==> config.mk <==
export PLATFORM = sky130hd
export DESIGN_NAME = dispatch_scheduler
export DESIGN_NICKNAME = d
export VERILOG_FILES = /design/src/rtl/dispatch_scheduler.sv
export SDC_FILE = /design/constraint.sdc
export NUM_CORES = 1
export LEC_CHECK = 0
export CAP_MARGIN = 20
export CORE_MARGIN = 2
export CORE_UTILIZATION = 35
export DETAILED_ROUTE_END_ITERATION = 10
export GPL_TIMING_DRIVEN = 0
export MAX_ROUTING_LAYER = met4
export PLACE_DENSITY = 0.5
export SLEW_MARGIN = 15
export SYNTH_ARGS = -nofsm -noshare
export SYNTH_HDL_FRONTEND = slang
export SYNTH_SLANG_ARGS = --single-unit
==> constraint.sdc <==
create_clock -name clk -period 4.75 [get_ports clk]
set_input_delay 0.95 -clock clk [delete_from_list [all_inputs] [get_ports clk]]
set_output_delay 0.95 -clock clk [all_outputs]
set_load 0.02 [all_outputs]
==> src/rtl/dispatch_scheduler.sv <==
// In-order dual-issue dispatch queue: buffers fetched pairs and issues up to two per cycle.
// Optional intra-pair RAW suppression of slot 2 is enabled by defining PAIR_RAW_CHECK_EN.
module dispatch_scheduler #(
   parameter int DEPTH = 8,
   parameter int CNT_W = $clog2(DEPTH + 1)
) (
   input  logic             clk,
   input  logic             rst,
   input  logic [31:0]      in_instr1,
   input  logic [31:0]      in_instr2,
   input  logic             in_valid1,
   input  logic             in_valid2,
   output logic             in_ready,
   input  logic [1:0]       be_slots,
   input  logic             serial_done,
   input  logic             flush,
   output logic [31:0]      instruction1,
   output logic [31:0]      instruction2,
   output logic             ins1_valid,
   output logic             ins2_valid,
   output logic [CNT_W-1:0] occupancy,
   output logic             dbg_state_o
);

   localparam int PTR_W = $clog2(DEPTH);

   typedef enum logic {
      ST_RUN         = 1'b0,
      ST_WAIT_SERIAL = 1'b1
   } state_t;

   state_t           state_q;
   logic [PTR_W-1:0] head_q, tail_q;
   logic [PTR_W-1:0] head_p1, tail_p1;
   logic [CNT_W-1:0] count_q, count_d;
   logic [31:0]      mem_q [DEPTH];
   logic [31:0]      head_w, next_w;
   logic             n1, n2, hazard;
   logic             enq1, enq2;
   logic [1:0]       enq_n, deq_n;

   function automatic logic is_serial(input logic [31:0] w);
      return (w[6:0] == 7'b1110011) || (w[6:0] == 7'b0001111);
   endfunction

   // Pointers are PTR_W wide so increments wrap modulo DEPTH for free.
   assign head_p1 = head_q + PTR_W'(1);
   assign tail_p1 = tail_q + PTR_W'(1);
   assign head_w  = mem_q[head_q];
   assign next_w  = mem_q[head_p1];

`ifdef PAIR_RAW_CHECK_EN
   logic writes_rd;
   assign writes_rd = (head_w[11:7] != 5'd0) && (head_w[6:0] != 7'b0100011)
                      && (head_w[6:0] != 7'b1100011);
   assign hazard    = writes_rd && ((head_w[11:7] == next_w[19:15])
                                    || (head_w[11:7] == next_w[24:20]));
`else
   assign hazard = 1'b0;
`endif

   assign in_ready = (count_q <= CNT_W'(DEPTH - 2));

   // be_slots==3 behaves as 2, so bit 1 alone means "two slots free".
   assign n1 = !flush && (state_q == ST_RUN) && (count_q != '0) && (be_slots != 2'd0);
   assign n2 = n1 && (count_q >= CNT_W'(2)) && be_slots[1] && !is_serial(head_w)
               && !is_serial(next_w) && !hazard;

   assign ins1_valid   = n1;
   assign ins2_valid   = n2;
   assign instruction1 = n1 ? head_w : 32'h0;
   assign instruction2 = n2 ? next_w : 32'h0;
   assign occupancy    = count_q;
   assign dbg_state_o  = (state_q == ST_WAIT_SERIAL);

   assign enq1  = in_ready && in_valid1 && !flush;
   assign enq2  = enq1 && in_valid2;
   assign enq_n = {1'b0, enq1} + {1'b0, enq2};
   assign deq_n = {1'b0, n1} + {1'b0, n2};

   assign count_d = count_q + CNT_W'(enq_n) - CNT_W'(deq_n);

   always_ff @(posedge clk) begin
      if (enq1) mem_q[tail_q]  <= in_instr1;
      if (enq2) mem_q[tail_p1] <= in_instr2;
   end

   always_ff @(posedge clk or negedge rst) begin
      if (!rst) begin
         state_q <= ST_RUN;
         head_q  <= '0;
         tail_q  <= '0;
         count_q <= '0;
      end else if (flush) begin
         state_q <= ST_RUN;
         head_q  <= '0;
         tail_q  <= '0;
         count_q <= '0;
      end else begin
         head_q  <= head_q + PTR_W'(deq_n);
         tail_q  <= tail_q + PTR_W'(enq_n);
         count_q <= count_d;
         case (state_q)
            ST_RUN:         if (n1 && is_serial(head_w)) state_q <= ST_WAIT_SERIAL;
            ST_WAIT_SERIAL: if (serial_done) state_q <= ST_RUN;
            default:        state_q <= ST_RUN;
         endcase
      end
   end

endmodule

==> flow_summary.toml, run 1 <==
[synthesis]
async_flop_share_pct = 4.120
synthesis.nets = 1060
synth-seq-cells = 267
synth_cell_types = 44
ys.flop_type = "edfxtp_1"
avgSynthCellArea_um2 = 16.50
yosysWarnings = 0
synth_edf_count = 256
synth_seq_area_share_pct = 49.60
syn_area_mm2 = 0.01605
synth_cells = 973

[drt]
drt-wirelength-per-cell_um = 28.86
vias = 10050
drt-initial-drc-count = 771
firstDrtPassIters = 5
viasPerCell = 5.577
wl_um = 52000
final_antenna_net_count = 0
drc = 0

[cells_and_area]
drive_gt1_share_pct = 48.66
layout_common_cells = "267 x mux2_2, 256 x edfxtp_1, 124 x mux4_2"
area_growth_pct = 24.25
final_common_cell = "mux2_2"
nNetsFinal = 1263
utilization_pct = 44.05
fill_cells = 4146

[sta]
rsz0062_at_grt = "true"
relSlewSlack_pct = 24.41
fmax_mhz = 212.0
maxSlewViolCount = 0
hold_slack_ns = 0.6824
layout_min_cycle_time_ns = 4.717
worst_pin_slew_ns = 1.134
skew_ns = 0.01003
post-route-period-util_pct = 99.30
final.setup.tns_ns = 0
setup_violations = 0
hold_viol = 0

[hold_path]
holdPathStages = 2
hp-class = "reg -> reg"

[power_and_ir_drop]
power_leakage_uw = 0.006448
p_per_area_mw_per_mm2 = 461.7
vdd_drop_max_mv = 0.2325

[global_routing]
grt_remaining_overflow = 0
grt_start_max_net_pins = 33
grt_pass1_wl_um = 75760
antenna_found_initial = 4
grt_pass1_vias = 10610
grt_use_total_pct = 23.01

[placed_design]
dpl.hpwl_um = 35040
gp_congestion = 0.7634
port_buffers = 143

[die]
die_area_mm2 = 0.04759
fp-row-count = 78
core_area_mm2 = 0.04528
die_y_um = 218.2
start_util_pct = 35.45
die_w_um = 218.2
io_pins = 144

[worst_setup_path]
critPathRequiredTime_ns = 3.80
cp_max_fo = 10
worstSetupStartpointType = "flip-flop"
critPathCaptureType = "output pin"
arrival_ns = 3.77
criticalPathCategory = "reg -> out"
ff2ff_path_depth = 16

[clocking]
clock_sinks = 267
clock_path_buffers = 3
clkSlewWorstSetupHoldPaths_ns = 0.05
clockRootBuffer = "clkbuf_16"
clk_latency_ns = 0.54
cts_tree = "built"
cts_buffers = 35
cts_max_level = 2

[job]
cap_violations = 0

[status]
outcome = "completed"
[flip-flops by register name, summed over array words and instances (netlist names)]
register and cells:
occupancy 4, mem_q 256, tail_q 3, head_q 3
dbg_state_o 1
[Yosys cell counts (9+ instances only)]
master	number	area share, %
buf_2	27	0.84
nor2b_1	9	0.35
nand2_1	10	0.23
nor2_1	37	0.87
inv_1	15	0.35
mux2_2	267	19
ha_1	11	0.86
buf_1	10	0.23
dfrtp_1	11	1.7
clkbuf_1	32	0.75
mux4_2	124	17
nor4_2	23	1.8
edfxtp_1	256	48
mux2i_1	64	4.0
[power breakdown]
| part | leakage, uW | total [uW] | switching [uW] | internal (uW) |
|---|---|---|---|---|
| Combinational | 0.00348 | 3980 | 2110 | 1880 |
| Clock | 0.000510 | 2470 | 1030 | 1440 |
| Sequential | 0.00246 | 2750 | 57.5 | 2700 |
| Total | 0.00645 | 9210 | 3200 | 6010 |
[cells by family (layout without fill, tap and decap cells)]
| kind of cell | after synthesis | in the layout | share of synthesized area (%) |
|---|---|---|---|
| AO/OA/AOI/OAI | 17 | 17 | 0.8184 |
| XOR/XNOR | 8 | 8 | 0.4365 |
| adder cells (fa/ha/maj) | 15 | 15 | 1.356 |
| buffers and inverters | 94 | 319 | 2.829 |
| flip-flops | 267 | 267 | 49.60 |
| multiplexers | 456 | 456 | 40.21 |
| other | 0 | 4 | 0 |
| AND/OR/NAND/NOR | 116 | 116 | 4.747 |
[stage by stage]
| step | instance area, um2 | power (uW) | setup slack [ns] | std cells |
|---|---|---|---|---|
| 6_report | 19950 | 9208 | 0.03304 | 1802 |
| 5_1_grt | 19950 | 9626 | -0.02457 | 1802 |
| 4_1_cts | 19890 | 9309 | 0.009290 | 1798 |
| 3_5_place_dp | 18730 | 6685 | -0.2248 | 1735 |
| 3_3_place_gp | 18240 | 6633 | -3.968 | 1716 |
| 2_1_floorplan | 16050 | 5314 | 0.09175 | 973 |
[final timing paths]
path                                        from                     end  slack, ns
setup reg to reg             head_q[1]$_DFF_PN0_  occupancy[3]$_DFF_PN0_       0.21
setup / recovery             head_q[1]$_DFF_PN0_        instruction2[28]       0.03
hold reg to reg            dbg_state_o$_DFF_PN0_   dbg_state_o$_DFF_PN0_       0.68
hold / removal             dbg_state_o$_DFF_PN0_   dbg_state_o$_DFF_PN0_       0.68
max in group asynchronous                    rst     head_q[0]$_DFF_PN0_       3.58
min in group asynchronous                    rst  occupancy[0]$_DFF_PN0_       0.77
[per-layer routing]
layer,track usage [%],up-vias,part of all wire [%]
met3,3.646,59,5.2
met5,-,-,0
met1,30.46,5317,44
li1,-,4393,-
met4,4.603,0,1.6
met2,37.61,281,50
[layout make-up]
cell class,count,area (um2),area share [%]
well taps,600,750.7,3.764
multi-input cells,612,7906,39.64
repair buffers,167,1775,8.902
clock inverters,12,51.30,0.2572
flip-flops and latches,267,7964,39.93
diodes,4,10.01,0.05019
clock buffers,47,983.4,4.931
plain buffers,78,447.9,2.246
inverters,15,56.30,0.2823
[critical path: stages, from the launching register on]
cell	delay [ns]
dfrtp_1	0.44
ha_1	0.32
buf_6	0.13
buf_12	0.15
mux2_2	0.33
mux4_2	0.53
nand3_1	0.13
a2bb2o_1	0.30
buf_6	0.15
buf_6	0.18
nor4_2	0.36
buf_4	0.21
[what timing repair did]
item,CTS,global route
pin swaps,2,5
gates resized for setup,193,27
setup buffers,4,0
endpoints found under the setup margin,61,31
hold buffers,0,0
No activity file was read; power rests on OpenSTA's default activity.
==> run 2, diff against run 1 <==
--- a/config.mk
+++ b/config.mk
@@ -7,11 +7,11 @@
 export LEC_CHECK = 0
 export CAP_MARGIN = 20
 export CORE_MARGIN = 2
-export CORE_UTILIZATION = 35
+export CORE_UTILIZATION = 50
 export DETAILED_ROUTE_END_ITERATION = 10
 export GPL_TIMING_DRIVEN = 0
 export MAX_ROUTING_LAYER = met4
-export PLACE_DENSITY = 0.5
+export PLACE_DENSITY = 0.68
 export SLEW_MARGIN = 15
 export SYNTH_ARGS = -nofsm -noshare
 export SYNTH_HDL_FRONTEND = slang
==> run 2 against run 1 <==
Combinational power down 2%. First-iteration DRC count grew 27%. Largest cell class unchanged. Sequential power about the same. Sequential share of layout area increased by 1.1 points. Critical endpoint is now instruction2[19]. Critical path type unchanged.
==> flow_summary.toml, run 2 (synthesized netlist as in run 1, its figures left out) <==
[status]
outcome = "completed"

[drt]
dr.max_layer_used = "met4"
dr_wl_met2_um = 23560
met1_length_um = 18740
vias = 10160
wl_met3_um = 2555
drt-initial-drc-count = 977
drt-wirelength-per-cell_um = 28.79
viasPerCell = 6.379
drc = 0
firstDrtPassIters = 5
wl_um = 45860
final_antenna_net_count = 0

[sta]
fmax_mhz = 215.3
post-route-period-util_pct = 97.79
skew_ns = 0.01257
final.setup.tns_ns = 0
hold_viol = 0
worst_pin_slew_ns = 1.191
setup_violations = 0
maxSlewViolCount = 0
relSlewSlack_pct = 20.57
layout_min_cycle_time_ns = 4.645

[hold_path]
hp-class = "reg -> reg"

[global_routing]
antenna_found_initial = 0
grt_use_total_pct = 28.63
grt_pass1_wl_um = 68200
grt_start_max_net_pins = 33
grt_remaining_overflow = 0
grt_pass1_vias = 10510

[cells_and_area]
drive_gt1_share_pct = 48.03
area_growth_pct = 20.80
utilization_pct = 61.45
layout_common_cells = "267 x mux2_2, 256 x edfxtp_1, 124 x mux4_2"
largest_reg_flops = 256
fill_cells = 2385
antenna_cells = 0
final_common_cell = "mux2_2"
top_register = "mem_q"
nNetsFinal = 1259
fin_cells = 1593

[power_and_ir_drop]
vdd_drop_max_mv = 0.3158
comb_power_share_pct = 44.6
swShare_pct = 34.18
p_int_uw = 5745
p_clk_share_pct = 23.8
seqPwrFrac_pct = 31.6
power.switching_uw = 2984
p_per_area_mw_per_mm2 = 450.1
power_leakage_uw = 0.006323

[worst_setup_path]
r2r-end = "occupancy[3]$_DFF_PN0_"
reg2reg_from = "head_q[0]$_DFF_PN0_"
critPathCaptureType = "output pin"
arrival_ns = 3.70
cp_max_fo = 10
rrSetupSlack_ns = 0.15
crit_start = "head_q[2]$_DFF_PN0_"
worstSetupStartpointType = "flip-flop"
criticalPathCategory = "reg -> out"
crit_end = "instruction2[19]"
ff2ff_path_depth = 19
critPathRequiredTime_ns = 3.80

[placed_design]
port_buffers = 143
place_inst = 1532
dpl.hpwl_um = 30740
gp_congestion = 0.8458

[die]
die_w_um = 183.2
die_y_um = 183.2
die_area_mm2 = 0.03355
start_util_pct = 50.87
core_area_mm2 = 0.03156
fp-row-count = 65
io_pins = 144

[clocking]
clk_latency_ns = 0.55
clockRootBuffer = "clkbuf_16"
cts_max_level = 1
clock_sinks = 267
cts_tree = "built"
clkSlewWorstSetupHoldPaths_ns = 0.06
clock_path_buffers = 3
cts_hold_buf = 0
cts_buffers = 29

[job]
cap_violations = 0
[run 2: cell types whose count changed in the layout (fill, tap and decap cells not counted), sizes merged]
cell / change
inv: +1
clkinv: -2
diode: -4
dlygate4sd1: -1
clkbuf: -6
clkdlybuf4s15: -1
bufinv: +1
buf: +1
[run 2: power groups by stage]
| stage | clock network, uW | logic, uW | registers [uW] |
|---|---|---|---|
| 2_1_floorplan | 0 | 2510 | 2800 |
| 3_3_place_gp | 0 | 3670 | 2810 |
| 3_5_place_dp | 0 | 3730 | 2810 |
| 4_1_cts | 2100 | 3780 | 2760 |
| 5_1_grt | 2200 | 4150 | 2760 |
| 6_report | 2080 | 3890 | 2760 |
[run 2: worst max-delay path, stage by stage (launching register included)]
cell,delay (ns)
dfrtp_1,0.33
buf_2,0.25
clkdlybuf4s15_1,0.77
mux2i_1,0.49
nand3_1,0.19
o22ai_4,0.40
buf_4,0.39
nor4_4,0.10
buf_4,0.21
[run 2: layer usage]
metal,vias to the layer above,global-route usage [%]
met5,-,-
met4,0,6.912
met3,61,3.674
met2,365,47.92
met1,5347,37.57
li1,4389,-
[run 2: worst min-delay path by stage]
stage,start,endpoint,slack (ns),cells past startpoint
global route,dbg_state_o$_DFF_PN0_,dbg_state_o$_DFF_PN0_,0.72,2
finish,dbg_state_o$_DFF_PN0_,dbg_state_o$_DFF_PN0_,0.68,2
CTS,dbg_state_o$_DFF_PN0_,dbg_state_o$_DFF_PN0_,0.68,2
floorplan,rst,dbg_state_o$_DFF_PN0_,0.65,0
global placement,occupancy[0]$_DFF_PN0_,occupancy[0]$_DFF_PN0_,0.68,2
detailed placement,dbg_state_o$_DFF_PN0_,dbg_state_o$_DFF_PN0_,0.67,2
[run 2: area by class of cell]
class | count | area [um2] | area share (%)
multi-input cells | 612 | 7875 | 40.61
inverters | 15 | 56.30 | 0.2904
well taps | 402 | 503.0 | 2.594
repair buffers | 168 | 1704 | 8.788
plain buffers | 79 | 447.9 | 2.310
flip-flops and latches | 267 | 7964 | 41.07
clock inverters | 12 | 81.33 | 0.4194
clock buffers | 38 | 759.5 | 3.917
[run 2: repair_timing]
item,in CTS,in global routing
endpoints found under the setup margin,60,39
setup buffers,0,10
pin swaps,2,6
gates resized for setup,194,22
cloned,0,0
[run 2: metrics by stage]
step	worst slack (ns)	hold slack (ns)	power (uW)	instance area, um2
2_1_floorplan	0.09175	0.6527	5314	16050
3_3_place_gp	-3.509	0.6796	6479	17990
3_5_place_dp	-0.03587	0.6714	6538	18370
4_1_cts	-0.001445	0.6830	8637	19260
5_1_grt	-0.008288	0.7229	9111	19390
6_report	0.1048	0.6814	8729	19390
